`src/rtl/vga_timing_gen.sv`:
```
// Parametrised VGA raster engine: internal pixel-clock enable, programmable timing and sync
// polarity, and a configurable delay that keeps sync/blanking aligned with a latent pixel source.
module vga_timing_gen #(
    parameter int unsigned CLK_DIV  = 4,
    parameter int unsigned H_ACTIVE = 640,
    parameter int unsigned H_FP     = 16,
    parameter int unsigned H_SYNC   = 96,
    parameter int unsigned H_BP     = 48,
    parameter int unsigned V_ACTIVE = 480,
    parameter int unsigned V_FP     = 10,
    parameter int unsigned V_SYNC   = 2,
    parameter int unsigned V_BP     = 33,
    parameter bit          HS_POL   = 1'b0,
    parameter bit          VS_POL   = 1'b0,
    parameter int unsigned PIX_LAT  = 1,
    parameter int unsigned RGB_W    = 12,
    parameter int unsigned CW       = 11
) (
    input  logic             clk,
    input  logic             rst_n,
    input  logic             en,
    input  logic [RGB_W-1:0] pix_data,
    output logic [CW-1:0]    pix_x,
    output logic [CW-1:0]    pix_y,
    output logic             pix_req,
    output logic             pix_tick,
    output logic             hsync,
    output logic             vsync,
    output logic             de,
    output logic [RGB_W-1:0] rgb,
    output logic             frame_start,
    output logic [7:0]       frame_cnt
);

    localparam int unsigned H_TOTAL = H_ACTIVE + H_FP + H_SYNC + H_BP;
    localparam int unsigned V_TOTAL = V_ACTIVE + V_FP + V_SYNC + V_BP;
    localparam int unsigned DIV_W   = (CLK_DIV > 1) ? $clog2(CLK_DIV) : 1;

    localparam logic [DIV_W-1:0] DIV_LAST = DIV_W'(CLK_DIV - 1);
    localparam logic [CW-1:0]    H_LAST   = CW'(H_TOTAL - 1);
    localparam logic [CW-1:0]    V_LAST   = CW'(V_TOTAL - 1);

    // One extra bit so region bounds equal to the total still fit.
    localparam logic [CW:0] H_ACT  = (CW + 1)'(H_ACTIVE);
    localparam logic [CW:0] HS_BEG = (CW + 1)'(H_ACTIVE + H_FP);
    localparam logic [CW:0] HS_END = (CW + 1)'(H_ACTIVE + H_FP + H_SYNC);
    localparam logic [CW:0] V_ACT  = (CW + 1)'(V_ACTIVE);
    localparam logic [CW:0] VS_BEG = (CW + 1)'(V_ACTIVE + V_FP);
    localparam logic [CW:0] VS_END = (CW + 1)'(V_ACTIVE + V_FP + V_SYNC);

    logic [DIV_W-1:0] div_q, div_d;
    logic [CW-1:0]    h_q, h_d, v_q, v_d;
    logic [7:0]       fcnt_q, fcnt_d;
    logic             run_q;
    logic             tick;
    logic             act, hs_act, vs_act;
    logic [2:0]       region, region_dly;
    logic             de_q, de_d, hs_q, hs_d, vs_q, vs_d;
    logic [RGB_W-1:0] rgb_q, rgb_d;

    assign tick = en && (div_q == DIV_LAST);

    always_comb begin
        div_d = div_q;
        if (!en) begin
            div_d = '0;
        end else if (div_q == DIV_LAST) begin
            div_d = '0;
        end else begin
            div_d = div_q + 1'b1;
        end
    end

    always_comb begin
        h_d    = h_q;
        v_d    = v_q;
        fcnt_d = fcnt_q;
        if (!en) begin
            h_d = '0;
            v_d = '0;
        end else if (tick) begin
            if (h_q == H_LAST) begin
                h_d = '0;
                if (v_q == V_LAST) begin
                    v_d    = '0;
                    fcnt_d = fcnt_q + 8'd1;
                end else begin
                    v_d = v_q + 1'b1;
                end
            end else begin
                h_d = h_q + 1'b1;
            end
        end
    end

    always_ff @(posedge clk or negedge rst_n) begin
        if (!rst_n) begin
            div_q  <= '0;
            h_q    <= '0;
            v_q    <= '0;
            fcnt_q <= '0;
            run_q  <= 1'b0;
        end else begin
            div_q  <= div_d;
            h_q    <= h_d;
            v_q    <= v_d;
            fcnt_q <= fcnt_d;
            run_q  <= en;
        end
    end

    assign act    = ({1'b0, h_q} < H_ACT) && ({1'b0, v_q} < V_ACT);
    assign hs_act = ({1'b0, h_q} >= HS_BEG) && ({1'b0, h_q} < HS_END);
    assign vs_act = ({1'b0, v_q} >= VS_BEG) && ({1'b0, v_q} < VS_END);
    assign region = {act, hs_act, vs_act};

    // Delay the region flags by the source latency so they meet the matching pixel data.
    if (PIX_LAT == 0) begin : g_no_pipe
        assign region_dly = region;
    end else begin : g_pipe
        logic [2:0] pipe_q [PIX_LAT];

        always_ff @(posedge clk or negedge rst_n) begin
            if (!rst_n) begin
                for (int i = 0; i < PIX_LAT; i++) pipe_q[i] <= '0;
            end else if (!en) begin
                for (int i = 0; i < PIX_LAT; i++) pipe_q[i] <= '0;
            end else if (tick) begin
                pipe_q[0] <= region;
                for (int i = 1; i < PIX_LAT; i++) pipe_q[i] <= pipe_q[i-1];
            end
        end

        assign region_dly = pipe_q[PIX_LAT-1];
    end

    always_comb begin
        de_d  = de_q;
        hs_d  = hs_q;
        vs_d  = vs_q;
        rgb_d = rgb_q;
        if (!en) begin
            de_d  = 1'b0;
            hs_d  = ~HS_POL;
            vs_d  = ~VS_POL;
            rgb_d = '0;
        end else if (tick) begin
            de_d  = region_dly[2];
            hs_d  = region_dly[1] ? HS_POL : ~HS_POL;
            vs_d  = region_dly[0] ? VS_POL : ~VS_POL;
            rgb_d = region_dly[2] ? pix_data : '0;
        end
    end

    always_ff @(posedge clk or negedge rst_n) begin
        if (!rst_n) begin
            de_q  <= 1'b0;
            hs_q  <= ~HS_POL;
            vs_q  <= ~VS_POL;
            rgb_q <= '0;
        end else begin
            de_q  <= de_d;
            hs_q  <= hs_d;
            vs_q  <= vs_d;
            rgb_q <= rgb_d;
        end
    end

    assign pix_x       = h_q;
    assign pix_y       = v_q;
    // Masked until the raster has been running for a clock, so reset/idle never requests.
    assign pix_req     = act && run_q;
    assign pix_tick    = tick;
    assign frame_start = tick && (h_q == '0) && (v_q == '0);
    assign hsync       = hs_q;
    assign vsync       = vs_q;
    assign de          = de_q;
    assign rgb         = rgb_q;
    assign frame_cnt   = fcnt_q;

    a_blank_rgb : assert property (@(posedge clk) disable iff (!rst_n) !de_q |-> (rgb_q == '0));
    a_tick_en   : assert property (@(posedge clk) disable iff (!rst_n) tick |-> en);

endmodule

```
`config.mk`:
```
export PLATFORM = sky130hd
export DESIGN_NAME = vga_timing_gen
export DESIGN_NICKNAME = d
export VERILOG_FILES = /design/src/rtl/vga_timing_gen.sv
export SDC_FILE = /design/constraint.sdc
export NUM_CORES = 1
export LEC_CHECK = 0
export ABC_AREA = 1
export CORE_ASPECT_RATIO = 1.5
export CORE_MARGIN = 2
export CORE_UTILIZATION = 45
export DETAILED_ROUTE_END_ITERATION = 16
export GPL_TIMING_DRIVEN = 0
export HOLD_SLACK_MARGIN = 0.12
export PLACE_DENSITY = 0.76
export SLEW_MARGIN = 20
export SYNTH_ARGS = -nofsm -noshare
export SYNTH_HDL_FRONTEND = slang
export SYNTH_SLANG_ARGS = --single-unit
```
`constraint.sdc`:
```
create_clock -name clk -period 1.4 [get_ports clk]
set_clock_uncertainty 0.05 [all_clocks]
set_input_delay 0.28 -clock clk [delete_from_list [all_inputs] [get_ports clk]]
set_output_delay 0.28 -clock clk [all_outputs]
set_load 0.1 [all_outputs]
```
==> flow_summary_export.csv <==
group,metric,value,unit
cts,cts_tree,"done",
synth,syn-cell-area,2690,sq um
power_and_ir_drop,p_clk_share,32.7,%
synth,ys_ff_latch,51,
sta,worst_slew_margin_rel,55.77,%
synth,synth_cell_types,37,
power_and_ir_drop,intPower,2.337,mW
sta,max_freq,0.4628,GHz
worst_setup_path,cp_max_fo,2,
global_route,grt_pass1_vias,2798,
detailed_routing,dr.first_iter.drc_count,318,
layout,layout_common_cells,"buf_4 (50), nand2_1 (49), buf_6 (27)",
layout,seq_area,1353,sq um
global_route,grt_max_degree,52,
cts,clk_pin_slew,0.10,ns
cts,cts_root_buf,"clkbuf_8",
layout,layout.nets,448,
layout,final_area,4627,sq um
power_and_ir_drop,ir_drop,935.6,uV
floorplanning,die_area,6625,sq um
hold_path,hold_path_class,"in -> reg",
power_and_ir_drop,swShare,30.15,%
cts,htree_num_levels,2,
power_and_ir_drop,p_leak,2.136,nW
worst_setup_path,arrival,1.83,ns
cts,cts_sinks,51,
synth,synth_top_family_by_area,"simple AND/OR/NAND/NOR gates",
synth,synthCells,309,
sta,layout_min_cycle_time,2.161,ns
worst_setup_path,required,1.07,ns
synth,synth_flop_cell,"dfrtp_1",
global_route,grt_pass1_wl,13650,microns
floorplanning,io-pin-count,63,
placement,dp_hpwl,4951,microns
layout,insertedDiodeCount,0,
worst_setup_path,crit_type,"reg -> out",
hold_path,holdPathStages,1,
worst_setup_path,worstSetupStartpointType,"flip-flop",
sta,tns,-16.58,ns
global_route,grt_use_total,27.03,%
synth,synth_edf_count,0,
cts,cts_buffers,5,
synth,synthMuxAreaShare,0,%
sta,period_share,154.3,%
detailed_routing,via_per_inst,5.976,
synth,synth_nets,330,
sta,finalWorstSetupSlack,-0.7607,ns
job,drv_cap,0,
sta,hold_viol,0,
placement,portBuffers,62,
floorplanning,initial_utilization,46.50,%
worst_setup_path,r2r_cells,9,
sta,drv_slew,0,
detailed_routing,wl_per_cell,20.81,microns
power_and_ir_drop,power_density,723.2,nW/um^2
placement,place.gp.congestion,0.8776,
detailed_routing,antenna_left,0,
cts,cts_buffer_depth,2,
power_and_ir_drop,power_switching,1.009,mW
layout,fillCellCount,363,
placement,place_area,3595,sq um
floorplanning,fp.dieH,98.70,microns
global_route,overflow,0,
power_and_ir_drop,p_comb_share,21.5,%
layout,final_common_cell,"buf_4",
synth,yosys_warnings,0,
detailed_routing,drc,0,
floorplanning,core_area,5786,sq um
detailed_routing,dr.pass1.iters,5,
synth,synth_compound_area_share,10.33,%
synth,synth_fa_ha_area_share,2.791,%
synth,synth-xor-area-share,3.907,%
layout,area_growth,72.00,%
detailed_routing,drt_wl_total,10400,microns
floorplanning,rows,34,
sta,tightest_slew,0.6635,ns
global_route,antenna_found_initial,0,
sta,rsz0062_at_grt,"true",
layout,multi_input_area,1583,sq um
detailed_routing,vias,2988,
synth,synth-simple-area-share,28.70,%
floorplanning,dieWidth,67.13,microns
power_and_ir_drop,seq_power_share,45.8,%
run_status,violations,"negative setup slack",
layout,drive_above_1_share,53.74,%
cts,clk_latency,0.32,ns
synth,ys_seq_area_share,47.53,%
sta,holdWs,0.3129,ns
layout,final_util,79.97,%
worst_setup_path,cp-end-kind,"output port",
synth,avgSynthCellArea,8.706,sq um
sta,setup_viol,60,
run_status,status,"finished, violations left",
synth,ys_async_sr_fraction,100.0,%
-- Yosys cell counts (4+ instances only) --
cell     instances  area (sq um)
nand2_1         61         229.0
xnor2_1          4         35.03
dfrtp_1         49          1226
inv_2            5         18.77
a32o_1          12         120.1
nand4_1         11         68.82
ha_1             6         75.07
a21oi_1          6         30.03
inv_1           27         101.4
nand3_1         31         155.2
o21ai_1          5         25.02
xor2_1           8         70.07
nor2_1          31         116.4
o21ai_0         14         70.07
nor3_1           6         30.03
-- power groups by stage --
stage	registers [mW]	clock network (mW)	logic, mW
CTS	1.53	1.08	0.643
floorplan	1.68	0	0.158
global placement	1.56	0	0.431
finish	1.53	1.09	0.720
detailed placement	1.56	0	0.438
global route	1.54	1.15	0.748
-- worst max-delay path, stage by stage, from the launching register on --
cell and delay, ns:
dfrtp_4 0.51, inv_4 0.08, ha_4 0.16, nand2_2 0.08, nor2_2 0.12, nand3_2 0.10, nor4_4 0.18, buf_6 0.26
-- flip-flops by register name, indices dropped and copies added, names as in the netlist --
name / count
rgb: 12
pix_x: 11
pix_y: 11
frame_cnt: 8
g_pipe.pipe_q: 3
div_q: 2
de: 1
hsync: 1
run_q: 1
vsync: 1
-- area by class of cell --
cell class	instances	share of cell area, %
multi-input combinational	216	34.21
sequential	51	29.23
timing repair buffer	112	26.85
inverter	34	3.624
tap	72	1.947
buffer	7	1.704
clock buffer	5	1.487
clock inverter	3	0.9465
-- metal layers --
layer	GRT usage [%]	up-vias	share of wire [%]
met1	30.40	1490	35
met5	0	-	0
met4	14.44	0	6.3
li1	-	1284	-
met2	46.84	165	53
met3	5.023	49	5.8
-- cells by family (layout without fill, tap and decap cells) --
logic type               count (synthesis)  in the layout
buffers and inverters                   42            161
flip-flops                              51             51
XOR/XNOR                                12             12
AND/OR/NAND/NOR                        157            157
AO/OA/AOI/OAI                           41             41
adder cells (fa/ha/maj)                  6              6
-- final timing paths --
kind / from / end / slack [ns]
max: pix_y[1] / frame_start / -0.76
min: en / run_q / 0.31
max reg2reg: pix_x[7] / pix_y[9] / -0.53
min reg2reg: g_pipe.pipe_q[1] / hsync / 0.44
max in group asynchronous: rst_n / pix_x[4] / 0.32
min in group asynchronous: rst_n / rgb[6] / 0.47
-- what timing repair did --
item / in CTS / in global routing
pin swaps: 12 / 5
endpoints found under the setup margin: 93 / 68
gates cloned: 4 / 0
endpoints found under the hold margin: 49 / 0
buffers inserted: 31 / 17
resized for setup: 383 / 67
hold buffers: 1 / 0
-- stage by stage --
stage / setup WS [ns] / instances / total power [mW]
6_report: -0.7607 / 500 / 3.346
5_1_grt: -0.8038 / 500 / 3.431
4_1_cts: -0.7175 / 486 / 3.248
3_5_place_dp: -1.666 / 443 / 2.001
3_3_place_gp: -1.910 / 443 / 1.994
2_1_floorplan: -1.072 / 309 / 1.839
(Power assumes the default switching activity.)
